## config.mk

```make
export PLATFORM = sky130hd
export DESIGN_NAME = axi2mem_rd_channel_flat
export DESIGN_NICKNAME = d
export VERILOG_FILES = /design/src/rtl/axi2mem_pkg.sv /design/src/rtl/axi2mem_rd_channel_if.sv /design/src/rtl/axi2mem_buffer.sv /design/src/rtl/axi2mem_rd_channel.sv /design/src/flat_wrapper.sv
export SDC_FILE = /design/constraint.sdc
export NUM_CORES = 1
export LEC_CHECK = 0
export ABC_AREA = 1
export CORE_MARGIN = 3
export CORE_UTILIZATION = 25
export DETAILED_ROUTE_END_ITERATION = 10
export SETUP_SLACK_MARGIN = 0.1
export SLEW_MARGIN = 20
export SYNTH_ARGS = -nofsm -noshare
export SYNTH_HDL_FRONTEND = slang
export SYNTH_SLANG_ARGS = --single-unit
export TNS_END_PERCENT = 50
```

## constraint.sdc

```tcl
create_clock -name clk_i -period 6.6 [get_ports clk_i]
set_clock_uncertainty 0.05 [all_clocks]
set_input_delay 1.32 -clock clk_i [delete_from_list [all_inputs] [get_ports clk_i]]
set_output_delay 1.32 -clock clk_i [all_outputs]
set_load 0.05 [all_outputs]
```

## src/rtl/axi2mem_pkg.sv

```systemverilog
// Shared types and constants for the axi2mem bridge channels.
package axi2mem_pkg;

    typedef enum logic {
        IDLE = 1'b0,
        RUN  = 1'b1
    } state_t;

    localparam logic [1:0] AXI_RESP_OKAY   = 2'b00;
    localparam logic [1:0] AXI_BURST_FIXED = 2'b00;
    localparam logic [1:0] AXI_BURST_INCR  = 2'b01;
    localparam logic [1:0] AXI_BURST_WRAP  = 2'b10;

    // Lane 1 sits one 32-bit word above lane 0; one beat spans 8 bytes.
    localparam int unsigned LANE_OFFSET = 4;
    localparam int unsigned BEAT_SHIFT  = 3;

endpackage

```

## src/rtl/axi2mem_rd_channel_if.sv

```systemverilog
// AXI4 AR/R slave-port signal bundle for the axi2mem read channel.
interface axi2mem_rd_channel_if #(
    parameter int AXI_ADDR_WIDTH = 32,
    parameter int AXI_DATA_WIDTH = 64,
    parameter int AXI_USER_WIDTH = 6,
    parameter int AXI_ID_WIDTH   = 3
);
    logic                      ar_valid;
    logic [AXI_ADDR_WIDTH-1:0] ar_addr;
    logic [2:0]                ar_prot;
    logic [3:0]                ar_region;
    logic [7:0]                ar_len;
    logic [2:0]                ar_size;
    logic [1:0]                ar_burst;
    logic                      ar_lock;
    logic [3:0]                ar_cache;
    logic [3:0]                ar_qos;
    logic [AXI_ID_WIDTH-1:0]   ar_id;
    logic [AXI_USER_WIDTH-1:0] ar_user;
    logic                      ar_ready;

    logic                      r_valid;
    logic [AXI_DATA_WIDTH-1:0] r_data;
    logic [1:0]                r_resp;
    logic                      r_last;
    logic [AXI_ID_WIDTH-1:0]   r_id;
    logic [AXI_USER_WIDTH-1:0] r_user;
    logic                      r_ready;

    modport slave (
        input  ar_valid, ar_addr, ar_prot, ar_region, ar_len, ar_size, ar_burst,
               ar_lock, ar_cache, ar_qos, ar_id, ar_user, r_ready,
        output ar_ready, r_valid, r_data, r_resp, r_last, r_id, r_user
    );

    modport master (
        output ar_valid, ar_addr, ar_prot, ar_region, ar_len, ar_size, ar_burst,
               ar_lock, ar_cache, ar_qos, ar_id, ar_user, r_ready,
        input  ar_ready, r_valid, r_data, r_resp, r_last, r_id, r_user
    );

endinterface

```

## src/rtl/axi2mem_buffer.sv

```systemverilog
// Small ready/valid FIFO; head is visible combinationally. Push is refused when full
// even if a pop happens in the same cycle.
module axi2mem_buffer #(
    parameter int DATA_WIDTH   = 3,
    parameter int BUFFER_DEPTH = 2
) (
    input  logic                  clk_i,
    input  logic                  rst_ni,
    input  logic [DATA_WIDTH-1:0] data_i,
    input  logic                  valid_i,
    output logic                  ready_o,
    output logic [DATA_WIDTH-1:0] data_o,
    output logic                  valid_o,
    input  logic                  ready_i
);
    localparam int PTR_W = (BUFFER_DEPTH > 1) ? $clog2(BUFFER_DEPTH) : 1;
    localparam int CNT_W = $clog2(BUFFER_DEPTH + 1);

    logic [DATA_WIDTH-1:0] mem_reg [BUFFER_DEPTH];
    logic [PTR_W-1:0]      wr_ptr_reg, wr_ptr_next;
    logic [PTR_W-1:0]      rd_ptr_reg, rd_ptr_next;
    logic [CNT_W-1:0]      count_reg, count_next;
    logic                  push, pop;

    function automatic logic [PTR_W-1:0] ptr_inc(input logic [PTR_W-1:0] ptr);
        return (ptr == PTR_W'(BUFFER_DEPTH - 1)) ? '0 : ptr + 1'b1;
    endfunction

    assign ready_o = (count_reg != CNT_W'(BUFFER_DEPTH));
    assign valid_o = (count_reg != '0);
    assign data_o  = mem_reg[rd_ptr_reg];
    assign push    = valid_i & ready_o;
    assign pop     = valid_o & ready_i;

    always_comb begin
        wr_ptr_next = push ? ptr_inc(wr_ptr_reg) : wr_ptr_reg;
        rd_ptr_next = pop  ? ptr_inc(rd_ptr_reg) : rd_ptr_reg;
        count_next  = count_reg + CNT_W'(push) - CNT_W'(pop);
    end

    always_ff @(posedge clk_i or negedge rst_ni) begin
        if (!rst_ni) begin
            wr_ptr_reg <= '0;
            rd_ptr_reg <= '0;
            count_reg  <= '0;
        end else begin
            wr_ptr_reg <= wr_ptr_next;
            rd_ptr_reg <= rd_ptr_next;
            count_reg  <= count_next;
        end
    end

    always_ff @(posedge clk_i) begin
        if (push) begin
            mem_reg[wr_ptr_reg] <= data_i;
        end
    end

endmodule

```

## src/rtl/axi2mem_rd_channel.sv

```systemverilog
// AXI4 read-path front end: splits 64-bit AR beats into two 32-bit lane commands and
// joins the two lane responses back into one R beat tagged from an ID FIFO.
module axi2mem_rd_channel
    import axi2mem_pkg::*;
#(
    parameter int AXI_ADDR_WIDTH = 32,
    parameter int AXI_DATA_WIDTH = 64,
    parameter int AXI_USER_WIDTH = 6,
    parameter int AXI_ID_WIDTH   = 3,
    parameter int ID_FIFO_DEPTH  = 2
) (
    input  logic                 clk_i,
    input  logic                 rst_ni,
    axi2mem_rd_channel_if.slave  axi_slave,
    output logic [1:0]           trans_req_o,
    output logic [1:0][31:0]     trans_add_o,
    output logic [1:0][5:0]      trans_id_o,
    output logic [1:0]           trans_last_o,
    input  logic [1:0]           trans_gnt_i,
    input  logic [1:0]           trans_r_valid_i,
    input  logic [1:0][31:0]     trans_r_dat_i,
    input  logic [1:0]           trans_r_last_i,
    output logic [1:0]           trans_r_gnt_o
);
    state_t                  state_reg, state_next;
    logic [7:0]              cnt_reg, cnt_next;
    logic [7:0]              len_reg, len_next;
    logic [31:0]             base_reg, base_next;
    logic [1:0]              burst_reg, burst_next;
    logic [AXI_ID_WIDTH-1:0] id_reg, id_next;

    logic                    grant_both;
    logic                    ar_hs;
    logic [31:0]             ar_addr_aligned;
    logic                    beat_req;
    logic                    beat_last;
    logic [31:0]             beat_addr;
    logic [AXI_ID_WIDTH-1:0] beat_id;

    logic                    fifo_ready;
    logic                    fifo_valid;
    logic [AXI_ID_WIDTH-1:0] fifo_head;
    logic                    r_hs;

    assign grant_both      = &trans_gnt_i;
    assign ar_addr_aligned = axi_slave.ar_addr[31:0] & 32'hFFFF_FFF8;
    assign ar_hs           = axi_slave.ar_valid & axi_slave.ar_ready;

    always_comb begin
        state_next         = state_reg;
        cnt_next           = cnt_reg;
        len_next           = len_reg;
        base_next          = base_reg;
        burst_next         = burst_reg;
        id_next            = id_reg;
        axi_slave.ar_ready = 1'b0;
        beat_req           = 1'b0;
        beat_last          = 1'b0;
        beat_addr          = '0;
        beat_id            = id_reg;

        case (state_reg)
            IDLE: begin
                beat_id = axi_slave.ar_id;
                // rst_ni gates ready so no AR can be taken while reset is held
                axi_slave.ar_ready = grant_both & fifo_ready & rst_ni;
                if (axi_slave.ar_valid & axi_slave.ar_ready) begin
                    beat_req  = 1'b1;
                    beat_addr = ar_addr_aligned;
                    if (axi_slave.ar_len == 8'd0) begin
                        beat_last = 1'b1;
                    end else begin
                        base_next  = ar_addr_aligned;
                        len_next   = axi_slave.ar_len;
                        burst_next = axi_slave.ar_burst;
                        id_next    = axi_slave.ar_id;
                        cnt_next   = 8'd1;
                        state_next = RUN;
                    end
                end
            end
            RUN: begin
                if (grant_both) begin
                    beat_req = 1'b1;
                    // WRAP deliberately falls through to the incrementing path
                    beat_addr = (burst_reg == AXI_BURST_FIXED) ? base_reg
                              : base_reg + (32'(cnt_reg) << BEAT_SHIFT);
                    if (cnt_reg == len_reg) begin
                        beat_last  = 1'b1;
                        state_next = IDLE;
                    end else begin
                        cnt_next = cnt_reg + 8'd1;
                    end
                end
            end
            default: state_next = IDLE;
        endcase
    end

    always_ff @(posedge clk_i or negedge rst_ni) begin
        if (!rst_ni) begin
            state_reg <= IDLE;
            cnt_reg   <= '0;
            len_reg   <= '0;
            base_reg  <= '0;
            burst_reg <= '0;
            id_reg    <= '0;
        end else begin
            state_reg <= state_next;
            cnt_reg   <= cnt_next;
            len_reg   <= len_next;
            base_reg  <= base_next;
            burst_reg <= burst_next;
            id_reg    <= id_next;
        end
    end

    generate
        for (genvar gi = 0; gi < 2; gi++) begin : g_lane
            assign trans_req_o[gi]   = beat_req;
            assign trans_add_o[gi]   = beat_req ? beat_addr + 32'(gi * LANE_OFFSET) : '0;
            assign trans_last_o[gi]  = beat_req & beat_last;
            assign trans_id_o[gi]    = 6'(beat_id);
            assign trans_r_gnt_o[gi] = r_hs;
        end
    endgenerate

    // R join: both lanes and a known burst ID must be present before a beat is offered.
    assign axi_slave.r_valid = (&trans_r_valid_i) & fifo_valid;
    assign axi_slave.r_data  = AXI_DATA_WIDTH'({trans_r_dat_i[1], trans_r_dat_i[0]});
    assign axi_slave.r_last  = trans_r_last_i[0];
    assign axi_slave.r_resp  = AXI_RESP_OKAY;
    assign axi_slave.r_id    = fifo_head;
    assign axi_slave.r_user  = '0;
    assign r_hs              = axi_slave.r_valid & axi_slave.r_ready;

    axi2mem_buffer #(
        .DATA_WIDTH   (AXI_ID_WIDTH),
        .BUFFER_DEPTH (ID_FIFO_DEPTH)
    ) i_id_fifo (
        .clk_i   (clk_i),
        .rst_ni  (rst_ni),
        .data_i  (axi_slave.ar_id),
        .valid_i (ar_hs),
        .ready_o (fifo_ready),
        .data_o  (fifo_head),
        .valid_o (fifo_valid),
        .ready_i (r_hs & axi_slave.r_last)
    );

endmodule

```

## src/flat_wrapper.sv

```systemverilog
// flat-port wrapper written by rule: the top's interface ports become plain ports
module axi2mem_rd_channel_flat import axi2mem_pkg::*;
#(
    parameter int AXI_ADDR_WIDTH = 32,
    parameter int AXI_DATA_WIDTH = 64,
    parameter int AXI_USER_WIDTH = 6,
    parameter int AXI_ID_WIDTH   = 3,
    parameter int ID_FIFO_DEPTH  = 2
)
  (clk_i, rst_ni, trans_req_o, trans_add_o, trans_id_o, trans_last_o, trans_gnt_i, trans_r_valid_i, trans_r_dat_i, trans_r_last_i, trans_r_gnt_o, axi_slave_ar_valid, axi_slave_ar_addr, axi_slave_ar_prot, axi_slave_ar_region, axi_slave_ar_len, axi_slave_ar_size, axi_slave_ar_burst, axi_slave_ar_lock, axi_slave_ar_cache, axi_slave_ar_qos, axi_slave_ar_id, axi_slave_ar_user, axi_slave_r_ready, axi_slave_ar_ready, axi_slave_r_valid, axi_slave_r_data, axi_slave_r_resp, axi_slave_r_last, axi_slave_r_id, axi_slave_r_user);
  axi2mem_rd_channel_if #(.AXI_ADDR_WIDTH(AXI_ADDR_WIDTH), .AXI_DATA_WIDTH(AXI_DATA_WIDTH), .AXI_USER_WIDTH(AXI_USER_WIDTH), .AXI_ID_WIDTH(AXI_ID_WIDTH)) axi_slave_i ();
  input  logic clk_i;
  input  logic rst_ni;
  output logic [1:0] trans_req_o;
  output logic [1:0][31:0] trans_add_o;
  output logic [1:0][5:0] trans_id_o;
  output logic [1:0] trans_last_o;
  input  logic [1:0] trans_gnt_i;
  input  logic [1:0] trans_r_valid_i;
  input  logic [1:0][31:0] trans_r_dat_i;
  input  logic [1:0] trans_r_last_i;
  output logic [1:0] trans_r_gnt_o;
  input wire logic [$bits(axi_slave_i.ar_valid)-1:0] axi_slave_ar_valid;
  input wire logic [$bits(axi_slave_i.ar_addr)-1:0] axi_slave_ar_addr;
  input wire logic [$bits(axi_slave_i.ar_prot)-1:0] axi_slave_ar_prot;
  input wire logic [$bits(axi_slave_i.ar_region)-1:0] axi_slave_ar_region;
  input wire logic [$bits(axi_slave_i.ar_len)-1:0] axi_slave_ar_len;
  input wire logic [$bits(axi_slave_i.ar_size)-1:0] axi_slave_ar_size;
  input wire logic [$bits(axi_slave_i.ar_burst)-1:0] axi_slave_ar_burst;
  input wire logic [$bits(axi_slave_i.ar_lock)-1:0] axi_slave_ar_lock;
  input wire logic [$bits(axi_slave_i.ar_cache)-1:0] axi_slave_ar_cache;
  input wire logic [$bits(axi_slave_i.ar_qos)-1:0] axi_slave_ar_qos;
  input wire logic [$bits(axi_slave_i.ar_id)-1:0] axi_slave_ar_id;
  input wire logic [$bits(axi_slave_i.ar_user)-1:0] axi_slave_ar_user;
  input wire logic [$bits(axi_slave_i.r_ready)-1:0] axi_slave_r_ready;
  output wire logic [$bits(axi_slave_i.ar_ready)-1:0] axi_slave_ar_ready;
  output wire logic [$bits(axi_slave_i.r_valid)-1:0] axi_slave_r_valid;
  output wire logic [$bits(axi_slave_i.r_data)-1:0] axi_slave_r_data;
  output wire logic [$bits(axi_slave_i.r_resp)-1:0] axi_slave_r_resp;
  output wire logic [$bits(axi_slave_i.r_last)-1:0] axi_slave_r_last;
  output wire logic [$bits(axi_slave_i.r_id)-1:0] axi_slave_r_id;
  output wire logic [$bits(axi_slave_i.r_user)-1:0] axi_slave_r_user;
  assign axi_slave_i.ar_valid = axi_slave_ar_valid;
  assign axi_slave_i.ar_addr = axi_slave_ar_addr;
  assign axi_slave_i.ar_prot = axi_slave_ar_prot;
  assign axi_slave_i.ar_region = axi_slave_ar_region;
  assign axi_slave_i.ar_len = axi_slave_ar_len;
  assign axi_slave_i.ar_size = axi_slave_ar_size;
  assign axi_slave_i.ar_burst = axi_slave_ar_burst;
  assign axi_slave_i.ar_lock = axi_slave_ar_lock;
  assign axi_slave_i.ar_cache = axi_slave_ar_cache;
  assign axi_slave_i.ar_qos = axi_slave_ar_qos;
  assign axi_slave_i.ar_id = axi_slave_ar_id;
  assign axi_slave_i.ar_user = axi_slave_ar_user;
  assign axi_slave_i.r_ready = axi_slave_r_ready;
  assign axi_slave_ar_ready = axi_slave_i.ar_ready;
  assign axi_slave_r_valid = axi_slave_i.r_valid;
  assign axi_slave_r_data = axi_slave_i.r_data;
  assign axi_slave_r_resp = axi_slave_i.r_resp;
  assign axi_slave_r_last = axi_slave_i.r_last;
  assign axi_slave_r_id = axi_slave_i.r_id;
  assign axi_slave_r_user = axi_slave_i.r_user;
  axi2mem_rd_channel #(.AXI_ADDR_WIDTH(AXI_ADDR_WIDTH), .AXI_DATA_WIDTH(AXI_DATA_WIDTH), .AXI_USER_WIDTH(AXI_USER_WIDTH), .AXI_ID_WIDTH(AXI_ID_WIDTH), .ID_FIFO_DEPTH(ID_FIFO_DEPTH)) u_core (.clk_i(clk_i), .rst_ni(rst_ni), .axi_slave(axi_slave_i), .trans_req_o(trans_req_o), .trans_add_o(trans_add_o), .trans_id_o(trans_id_o), .trans_last_o(trans_last_o), .trans_gnt_i(trans_gnt_i), .trans_r_valid_i(trans_r_valid_i), .trans_r_dat_i(trans_r_dat_i), .trans_r_last_i(trans_r_last_i), .trans_r_gnt_o(trans_r_gnt_o));
endmodule
```

**Word level (Yosys, flattened, before mapping)**

Memories as Yosys holds them, arrays and structs flattened.
Cells that the tools add are included.

- Equal/unequal tests: 6
- Reduce and logical (&&, ||, !) cells: 7
- Mux-type cells: 30
- Bitwise gates (word level): 12
- $add $sub $neg: 7

Operators with widths:

| cell | count |
|---|---|
| 32-bit 2-to-1 mux | 5 |
| 32-bit one-hot mux with 2 select lines | 1 |
| 32-bit by 11-bit adder with 32-bit output | 1 |
| 32-bit by 3-bit adder with 32-bit output (second input constant) | 1 |
| 8-bit 2-to-1 mux | 4 |
| 8-bit one-hot mux with 2 select lines | 1 |
| 1-bit 2-to-1 mux | 15 |
| 1-bit AND | 10 |
| 8-bit by 1-bit adder with 8-bit output (second input constant) | 1 |
| 8-bit == test | 1 |
| 8-bit zero test | 1 |
| 2-bit inequality test (second input constant) | 4 |
| 1-bit one-hot mux with 2 select lines | 3 |
| 2-bit AND reduction | 2 |
| 4-bit AND reduction | 1 |
| 3-bit 2-to-1 mux | 1 |
| 3-bit AND reduction | 1 |
| 1-bit adder (second input constant) | 2 |
| 2-bit by 1-bit adder with 2-bit output | 1 |
| 2-bit zero test | 1 |
| 2-bit by 1-bit inequality test with 1-bit output (second input constant) | 1 |
| 1-bit inverter | 2 |
| 2-bit nonzero test | 1 |
| 2-bit by 1-bit subtractor with 2-bit output | 1 |

- Memories: 1
- Bits in writable memories: 6
- Output and inout port bits: 160
- Input bits: 144
- Flip-flop bits (word level): 55

Memories:

| memory | words | width | rd ports | clocked after Yosys merged registers in | wr ports | line | source |
|---|---|---|---|---|---|---|---|
| u_core.i_id_fifo.mem_reg | 2 | 3 | 1 | 0 | 1 | axi2mem_buffer.sv:19 | `logic [DATA_WIDTH-1:0] mem_reg [BUFFER_DEPTH];` |

**Depth between registers and ports, before layout**

Gate-level depths: netlist of the first run.

- Word-level depth: 8
- Depth in mapped cells: 15
- Mapped depth without buffers: 14

**Cells and area by module**

Synthesis of the first run repeated with hierarchy kept, for this count alone.

- Cell total of the unflattened synthesis: 796
- Area, all modules: 5,440.2 µm²

Modules (own cells, without submodules):

| module | area an instance (µm²) | sequential area each (µm²) | times used | cells an instance |
|---|---|---|---|---|
| axi2mem_rd_channel | 4,984.8 | 1,276.2 | 1 | 749 |
| axi2mem_buffer | 455.4 | 280.3 | 1 | 47 |

**Least setup slack after synthesis of the first run**

Ideal clock, no wire load.

- Path kind: input to output
- Start: input port trans_gnt_i[0]
- End: output port trans_last_o[1]
- Arrival: 3,394 ps
- Path slack: 1,836 ps
- Stages on the path: 7
- Cells stage by stage: nand2_2 > nor3_2 > nand2_1 > nand2_4 > inv_2 > nor3_1 > buf_4

- Longest elaborated chain between the ends: 7

Ends and longest elaborated chain:

| item | line | source |
|---|---|---|
| start: declaration | flat_wrapper.sv:18 | `input logic [1:0] trans_gnt_i;` |
| 2-bit AND reduction (*) | axi2mem_rd_channel.sv:45 | `assign grant_both = &trans_gnt_i;` |
| 1-bit AND (2 in series) | axi2mem_rd_channel.sv:66 | `axi_slave.ar_ready = grant_both & fifo_ready & rst_ni;` |
| 1-bit AND | axi2mem_rd_channel.sv:67 | `if (axi_slave.ar_valid & axi_slave.ar_ready) begin` |
| 1-bit 2-to-1 mux | axi2mem_rd_channel.sv:67 |  |
| 1-bit one-hot mux with 2 select lines | axi2mem_rd_channel.sv:62 | `case (state_reg)` |
| 1-bit AND (*) | -- |  |
| end: declaration | flat_wrapper.sv:17 | `output logic [1:0] trans_last_o;` |

Mark *: on every way between the ends. The rest lies on a longest branch, timed or not.

**Worst setup path in the final report of the first run**

- Start: input port trans_gnt_i[0]
- End: output port trans_last_o[0]

- Longest elaborated chain between the ends: 7

Ends and longest elaborated chain:

| item | line | source |
|---|---|---|
| 2-bit AND reduction (*) | axi2mem_rd_channel.sv:45 |  |
| 1-bit AND (2 in series) | axi2mem_rd_channel.sv:66 |  |
| 1-bit AND | axi2mem_rd_channel.sv:67 |  |
| 1-bit 2-to-1 mux | axi2mem_rd_channel.sv:67 |  |
| 1-bit one-hot mux with 2 select lines | axi2mem_rd_channel.sv:62 |  |
| 1-bit AND (*) | axi2mem_rd_channel.sv:122 | `assign trans_last_o[gi] = beat_req & beat_last;` |

Marked as above.

==> results list, run 1 <==
* Result of the run: completed
- Pins Over Slew Limit: 0
- Root Driver: clkbuf_16
* Final estimated routing congestion in global placement: around 0.83
* Netlist cell types: 42
* Kind of capture point of the worst setup path: output port
* Unrepaired setup endpoints after global routing: no
- The number of antenna diodes in the final layout is 0.
- Class of the most critical hold timing path: flop to flop
- The final route contains approximately 4,700 vias.
* Number of vias per cell after detailed routing: ~4.4
- Setup violations remaining at the end of the flow were counted as 0.
* Launching point of the worst reg2reg path: u_core.state_reg
- Max-cap check violation count: 0
- The design draws 2.74 mW.
- For this run, the register share of the synthesized area comes to 0.285.
- Final TNS setup: 0 ns
* Clock slew seen by the registers of the worst setup and hold paths: roughly 0.050 ns
- Once the clock tree was built, the resizer swapped 0 gates to a different size.
- Number of hold buffers added after CTS: 0
* Number of flip-flops under the largest register name: 29
- The largest individual stage delay along the critical path comes from the cell clkdlybuf4s50_1.
- Clock tree from TritonCTS: yes
- Together, buffers and inverters on the worst path number 3.
* Final global-route overflow total: 0
- Synthesis inferred 61 register bits.
* Layout fillers: between 2,000 and 2,500
* Most used standard cell by instance count after synthesis: nand2_1
* Share of the synthesized area in the top cell type: 0.252
* Number of I/O port buffers: approximately 130
* Cell Area, Synth: around 0.0055 mm^2
* Chip width: 154 um
- For this configuration, the core starts out at a cell density of 0.258.
- dfrtp_1 takes more of the synthesized area than any other cell.
- In this run, the number of DRC markers left after iteration 0 of detailed routing was ~350.
* Asr flop ratio synth: 0.902
- Register-to-register setup slack: between 4 and 5 ns
* Critical Path Source Type: input pin
- Leakage power: between 2 and 3 nW
* I/O pin count: 304
- Yosys warns: 0
- Highest ir drop seen on vdd: approximately 0.18 mV
* Wire length of the first global-routing pass: 24,300 um
* Residual DRC count: 0
* Overall track demand over capacity in global routing: 0.129
* Initial DRT Pass Iterations: 5
- Origin of the worst setup path: trans_gnt_i[0]
- Worst-case headroom to the max-slew limit: 0.480
- In the synthesized netlist, the number of instances is just under 800.
- For the pin with the worst max-slew slack, the measured transition is roughly 0.78 ns.
* Post-detailed-route wirelength per cell: 14.2 um
* Routed WL: ~15,000 um
* Required time at the worst-slack endpoint: between 5 and 6 ns
* Chain of cells forming the critical path: clkdlybuf4s50_1, nand2_2, nor3_2, nand2_1, nand2_4, inv_2, nor3_1, clkdlybuf4s50_1
- After the last flow step, the layout net total stands at ~950.
- Among cell families on the critical path, the largest total delay comes from buffers and inverters.
* Cell types with the highest counts after synthesis: 191 x nand2_1, 126 x buf_4, 67 x inv_1
* Post-layout minimum cycle time: between 5 and 6 ns
- Via count of the first global-routing pass: between 4,000 and 5,000
- Clk buf depth: 2
- In this run the vertical extent of the chip is ~150 um.
* Row count: 53
* Layout area overhead: 18.1%
* Overall die area: 0.0237 mm^2
- The critical path is of the input pin to output port type.
* Mapped Avg Cell Area: 7.01 um^2
- Once layout is complete, the utilization of the core stands at 0.304.
- Maximum cell stage delay along the critical path: 0.88 ns
* Final clock period utilization by the worst path: 0.809
- Entering global routing, the biggest net connects 65 pins.
* Cell seen most often among critical-path stages: clkdlybuf4s50_1
- For this run, the leading register cell type out of synthesis is dfrtp_1.
* Power density over the cells: 424 mW/mm^2
- Largest fanout on the critical path: 27
* Level count of the clock H-tree: 3
- Buffers inserted during clock tree synthesis total 9.
- Post-CTS repair timing setup buffer count: 0
- STA puts the critical path data arrival time at between 3 and 4 ns.
- Count of endpoints failing hold in the final timing report: 0
* Share of final-layout standard cells stronger than drive strength 1: 0.0714
* Floorplan core area: about 0.021 mm^2
* Clock sink total: between 60 and 70
- Counting flops with a built-in enable in the synthesized netlist gives 6.
- Max Clk Rate: roughly 0.19 GHz
* Cell types occupying the most area after synthesis: dfrtp_1 25%, buf_4 17%, nand2_1 13%
- The number of antenna violations at the first check in global routing came to 0.
* Post-detailed-route count of antenna-violating nets: 0
* Hpwl dp: 11,500 um
- Min-Delay Startpoint: u_core.len_reg[1]
- Clock latency on the worst-skew pair, taken at its later pin, is approximately 0.34 ns.
[layout by cell type (no fill, tap or decap), types with 2 or more instances in the layout]
cell type and n:
edfxtp_1 6, nor2_1 60, nor2_2 3, a21oi_1 44, clkbuf_16 9, ha_1 11, xnor2_1 4, nand4_1 9
dfrtp_1 54, nand3_1 63, nand2_2 5, xor2_1 23, clkbuf_8 2, nand3b_1 4, o21ai_0 23, bufinv_16 2
o211ai_1 8, inv_1 67, nand3_2 5, nand2_4 2, nor3_2 3, nor2_4 6, o21ai_1 11, nand2_1 191
nor3_1 6, nor4_4 2, conb_1 19, inv_2 8, clkdlybuf4s50_1 126, buf_4 3, or2_1 2, clkbuf_1 2
[path summary, 6_finish.rpt]
| kind | endpoint | cells past startpoint |
|---|---|---|
| hold / removal | u_core.len_reg[1] | 2 |
| setup / recovery | trans_last_o[0] | 8 |
| setup reg to reg | u_core.base_reg[30] | 5 |
| hold reg to reg | u_core.len_reg[1] | 2 |
| max in group asynchronous | u_core.state_reg | 2 |
| min in group asynchronous | u_core.base_reg[23] | 2 |
[worst min-delay path, stage by stage (launching register included)]
cell     delay (ns)
dfrtp_1        0.35
nand2_1        0.06
nand2_1        0.05
[layout make-up]
type / count / area (um^2) / share of cell area
repair buffers: 130 / 1290 / 0.200
well taps: 275 / 344 / 0.0533
flip-flops and latches: 61 / 1560 / 0.241
multi-input cells: 515 / 2650 / 0.410
clock inverters: 3 / 67.6 / 0.0105
inverters: 76 / 288 / 0.0446
clock buffers: 13 / 260 / 0.0403
[metrics by stage]
stage	hold slack (ns)	setup slack (ns)	instance area [um^2]	std cells
floorplan	0.408	1.84	5530	798
global placement	0.425	1.26	6120	1057
detailed placement	0.429	1.27	6120	1057
CTS	0.443	1.25	6450	1073
global route	0.460	1.09	6450	1073
finish	0.437	1.26	6450	1073
[cells by family after synthesis]
group,synth area share
flip-flops,0.285
AO/OA/AOI/OAI,0.0925
other,0.000686
adder cells (fa/ha/maj),0.0288
XOR/XNOR,0.0433
AND/OR/NAND/NOR,0.307
buffers and inverters,0.243
[report_power, final]
| group | switching [mW] | total [mW] | internal, mW |
|---|---|---|---|
| clock network | 0.173 | 0.524 | 0.351 |
| registers | 0.161 | 0.690 | 0.529 |
| logic | 1.05 | 1.52 | 0.478 |
| total | 1.38 | 2.74 | 1.36 |
[per-layer routing]
layer / track usage / vias up / share of wire
met5: 0 / - / 0
met4: 0.0479 / 0 / 0.027
met3: 0.0250 / 39 / 0.045
met2: 0.200 / 130 / 0.45
met1: 0.179 / 2174 / 0.48
li1: - / 2380 / -
(Power assumes the default switching activity.)
==> run 2, diff against run 1 <==
clock period = 4.3 ns   (was 6.6 ns; I/O delays follow)
==> run 2 against run 1 <==
- sequential share of layout area is 1.9 points lower
- total power is 62% higher
- cell area is 8.6% higher
- clock-buffer cell count is 1 lower
- die area stayed put
- via count is 0.42% higher
- worst hold slack worse by 0.0012 ns
- setup slack worse by 0.92 ns
- flip-flop and latch count stayed put
- register-to-register slack worse by 2.1 ns
- cell count is 0.37% higher
- routed wire length is 1.7% higher
==> results list, run 2 (synthesis gave the netlist of run 1 again) <==
- Result of the run: completed
- Most common cell after layout, fill and taps aside: nand2_1
- Switching power: 2.18 mW (+58%)
- Dividing the final minimum period by the clock period gives 0.921.
- Final TNS setup: 0 ns (unchanged)
- Floorplan core area: 0.0212 mm^2 (unchanged)
- Pins Over Slew Limit: 0 (unchanged)
- The clock slew at the register clock pins of the worst setup and hold paths was 0.05 ns (about the same).
* Chain of cells forming the critical path: ha_1, inv_1, fa_1, inv_1, nand2_1, nand2_1, nand3_2, nand2_2, nand3_2, o21bai_1, nand3_1, a21oi_1, buf_12
- Class of the most critical hold timing path: flop to flop
* Row count: 53 (unchanged)
- Effective utilization at floorplan: 0.258 (unchanged)
* Portion of total power attributed to sequential cells: 0.245 (-0.007)
- Logic pwr share: 0.581 (+0.024)
- The area growth from synthesis to layout is 28.3%.
* Worst-case headroom to the max-slew limit: 0.480 (about the same)
- CP max stage cell: dfrtp_1
- Post-detailed-route count of antenna-violating nets: 0 (unchanged)
- Max Clk Rate: between 0.2 and 0.3 GHz
- Clock share of power: 0.174 (-0.017)
- Overall track demand over capacity in global routing: 0.130 (+0.00122)
- The die height is 154 um (unchanged).
* Number of I/O port buffers: 127 (unchanged)
* Clock buffer count from CTS: 9 (unchanged)
- Final estimated routing congestion in global placement: 0.859 (+3.1%)
* Antenna violations before repair: 0 (unchanged)
- Highest ir drop seen on vdd: 0.397 mV (+120%)
- Final layout net count: 953 (+0.42%)
- Final global-route overflow total: 0 (unchanged)
- Commonest cells after routing, fill and taps aside: 191 x nand2_1, 67 x inv_1, 63 x nand3_1, 63 x clkdlybuf4s50_1, 60 x nor2_1
* Root Driver: clkbuf_16
- Chip width: 154 um (unchanged)
- Share of final-layout standard cells stronger than drive strength 1: 0.155 (+0.0832)
* Number of vias per cell after detailed routing: 4.40 (about the same)
- Clk buf depth: 2 (unchanged)
* Max-cap check violation count: 0 (unchanged)
- Met3 routed WL: 781 um (+15%)
- Signal routing reaches up to met4.
- Actual slew at the worst max-slew pin: 0.778 ns (-0.0000817 ns)
- Leakage power: 3.27 nW (+9.8%)
* Routed vias: 4,743 (+0.42%)
- Count of endpoints failing hold in the final timing report: 0 (unchanged)
* Arrival time at the worst endpoint: 3.05 ns (-0.92 ns)
- The count of clock tree sinks was 61 (unchanged).
- Internal: 2.24 mW (+65%)
- The detailed-routed wire length on met2 was 7080 um (+2.8%).
* Hpwl dp: 11,800 um (+2.7%)
* Worst Setup Path Type: flop to output port
* Met1 Routed Length: 7240 um (about the same)
- Layout fillers: 2,249 (-3.9%)
- The via count of the first global-routing pass was 4,662 (+3.3%).
* Clock latency at the later pin of the worst-skew pair: 0.33 ns (about the same)
- The first-pass GRT wire length is 24,600 um (+1.4%).
- Initial DRT Pass Iterations: 4 (-1)
* Overall die area: 0.0237 mm^2 (unchanged)
- Final antenna diode count: 0 (unchanged)
- The placed standard-cell area was 0.00670 mm^2 (+9.4%).
- Maximum cell stage delay along the critical path: 0.50 ns (-0.38 ns)
* Routed WL: 15,500 um (+1.7%)
- The peak fanout along the critical path is 7 (-74%).
- Required time at the worst-slack endpoint: 3.39 ns (-1.84 ns)
- The proportion of total power due to net switching is 0.493 (-0.0110).
- The boundary pin count is 304 (unchanged).
* Kind of capture point of the worst setup path: output port
* Post-detailed-route wirelength per cell: 14.4 um (+1.4%)
- The number of flip-flops under the largest register name was 29 (unchanged).
* Cell area after layout: 0.00701 mm^2 (+8.6%)
- The H-tree level count came to 3 (unchanged).
- Critical Path Source Type: flop
* Post-CTS repair timing setup buffer count: 0 (unchanged)
* Iteration-0 DRC count of the detailed router: 243 (-30%)
* Power density over the cells: 631 mW/mm^2 (+49%)
* Clock tree from TritonCTS: yes
* Residual DRC count: 0 (unchanged)
- Counting I/O delays and the setup requirement, the final critical path takes between 3 and 4 ns.
* Pin count of the biggest net entering global routing: 65 (unchanged)
- Unrepaired setup endpoints after global routing: yes
* # setup viols final: 0 (unchanged)
==> run 2: worst max-delay path, delay by kind of cell, from the launching register on <==
family,cells,cell delay [ns]
AOI/OAI and AO/OA,2,0.61
adders and majority gates,2,0.62
buffers and inverters,3,0.38
DFF,1,0.50
and+or+nand+nor,6,0.60
==> run 2: power groups by stage <==
stage | Clock, mW | Combinational [mW] | Sequential, mW
final | 0.771 | 2.57 | 1.08
after global placement | 0 | 2.56 | 1.08
after floorplan | 0 | 2.02 | 0.986
after CTS | 0.789 | 2.59 | 1.08
after detailed placement | 0 | 2.58 | 1.09
after global routing | 0.815 | 2.79 | 1.13
==> run 2: worst paths after layout <==
| kind | from | endpoint | slack, ns | cells past startpoint |
|---|---|---|---|---|
| worst max-delay path | u_core.cnt_reg[0] | trans_add_o[63] | 0.34 | 13 |
| worst min-delay path | u_core.len_reg[4] | u_core.len_reg[4] | 0.44 | 2 |
| worst max register to register | u_core.state_reg | u_core.base_reg[30] | 1.96 | 6 |
| worst min register to register | u_core.len_reg[4] | u_core.len_reg[4] | 0.44 | 2 |
| max in group asynchronous | rst_ni | u_core.state_reg | 2.94 | 2 |
| min in group asynchronous | rst_ni | u_core.base_reg[19] | 0.70 | 2 |
==> run 2: layout make-up <==
class,count,area (um^2),share of cell area
clock inverter,4,72.6,0.0104
tap,275,344,0.0491
multi-input combinational,515,2650,0.378
sequential,61,1560,0.222
timing repair buffer,134,1860,0.266
inverter,76,288,0.0410
clock buffer,12,236,0.0337
==> run 2: through the flow <==
stage | worst slack (ns) | power, mW | utilization | cells | hold WS [ns]
finish | 0.341 | 4.42 | 0.330 | 1077 | 0.436
global route | 0.0797 | 4.73 | 0.330 | 1077 | 0.463
CTS | 0.226 | 4.46 | 0.330 | 1077 | 0.443
detailed placement | 0.385 | 3.67 | 0.316 | 1061 | 0.430
global placement | 0.413 | 3.64 | 0.316 | 1061 | 0.425
floorplan | 0.456 | 3.01 | - | 798 | 0.408
==> run 2: routing by layer <==
layer	GRT usage	vias up
li1	-	2377
met1	0.173	2194
met2	0.208	133
met3	0.0290	39
met4	0.0479	0
met5	0	-
==> run 2: timing repair <==
action	CTS	global route
hold buffers	0	0
setup endpoints to repair	0	4
gates resized for setup	0	1
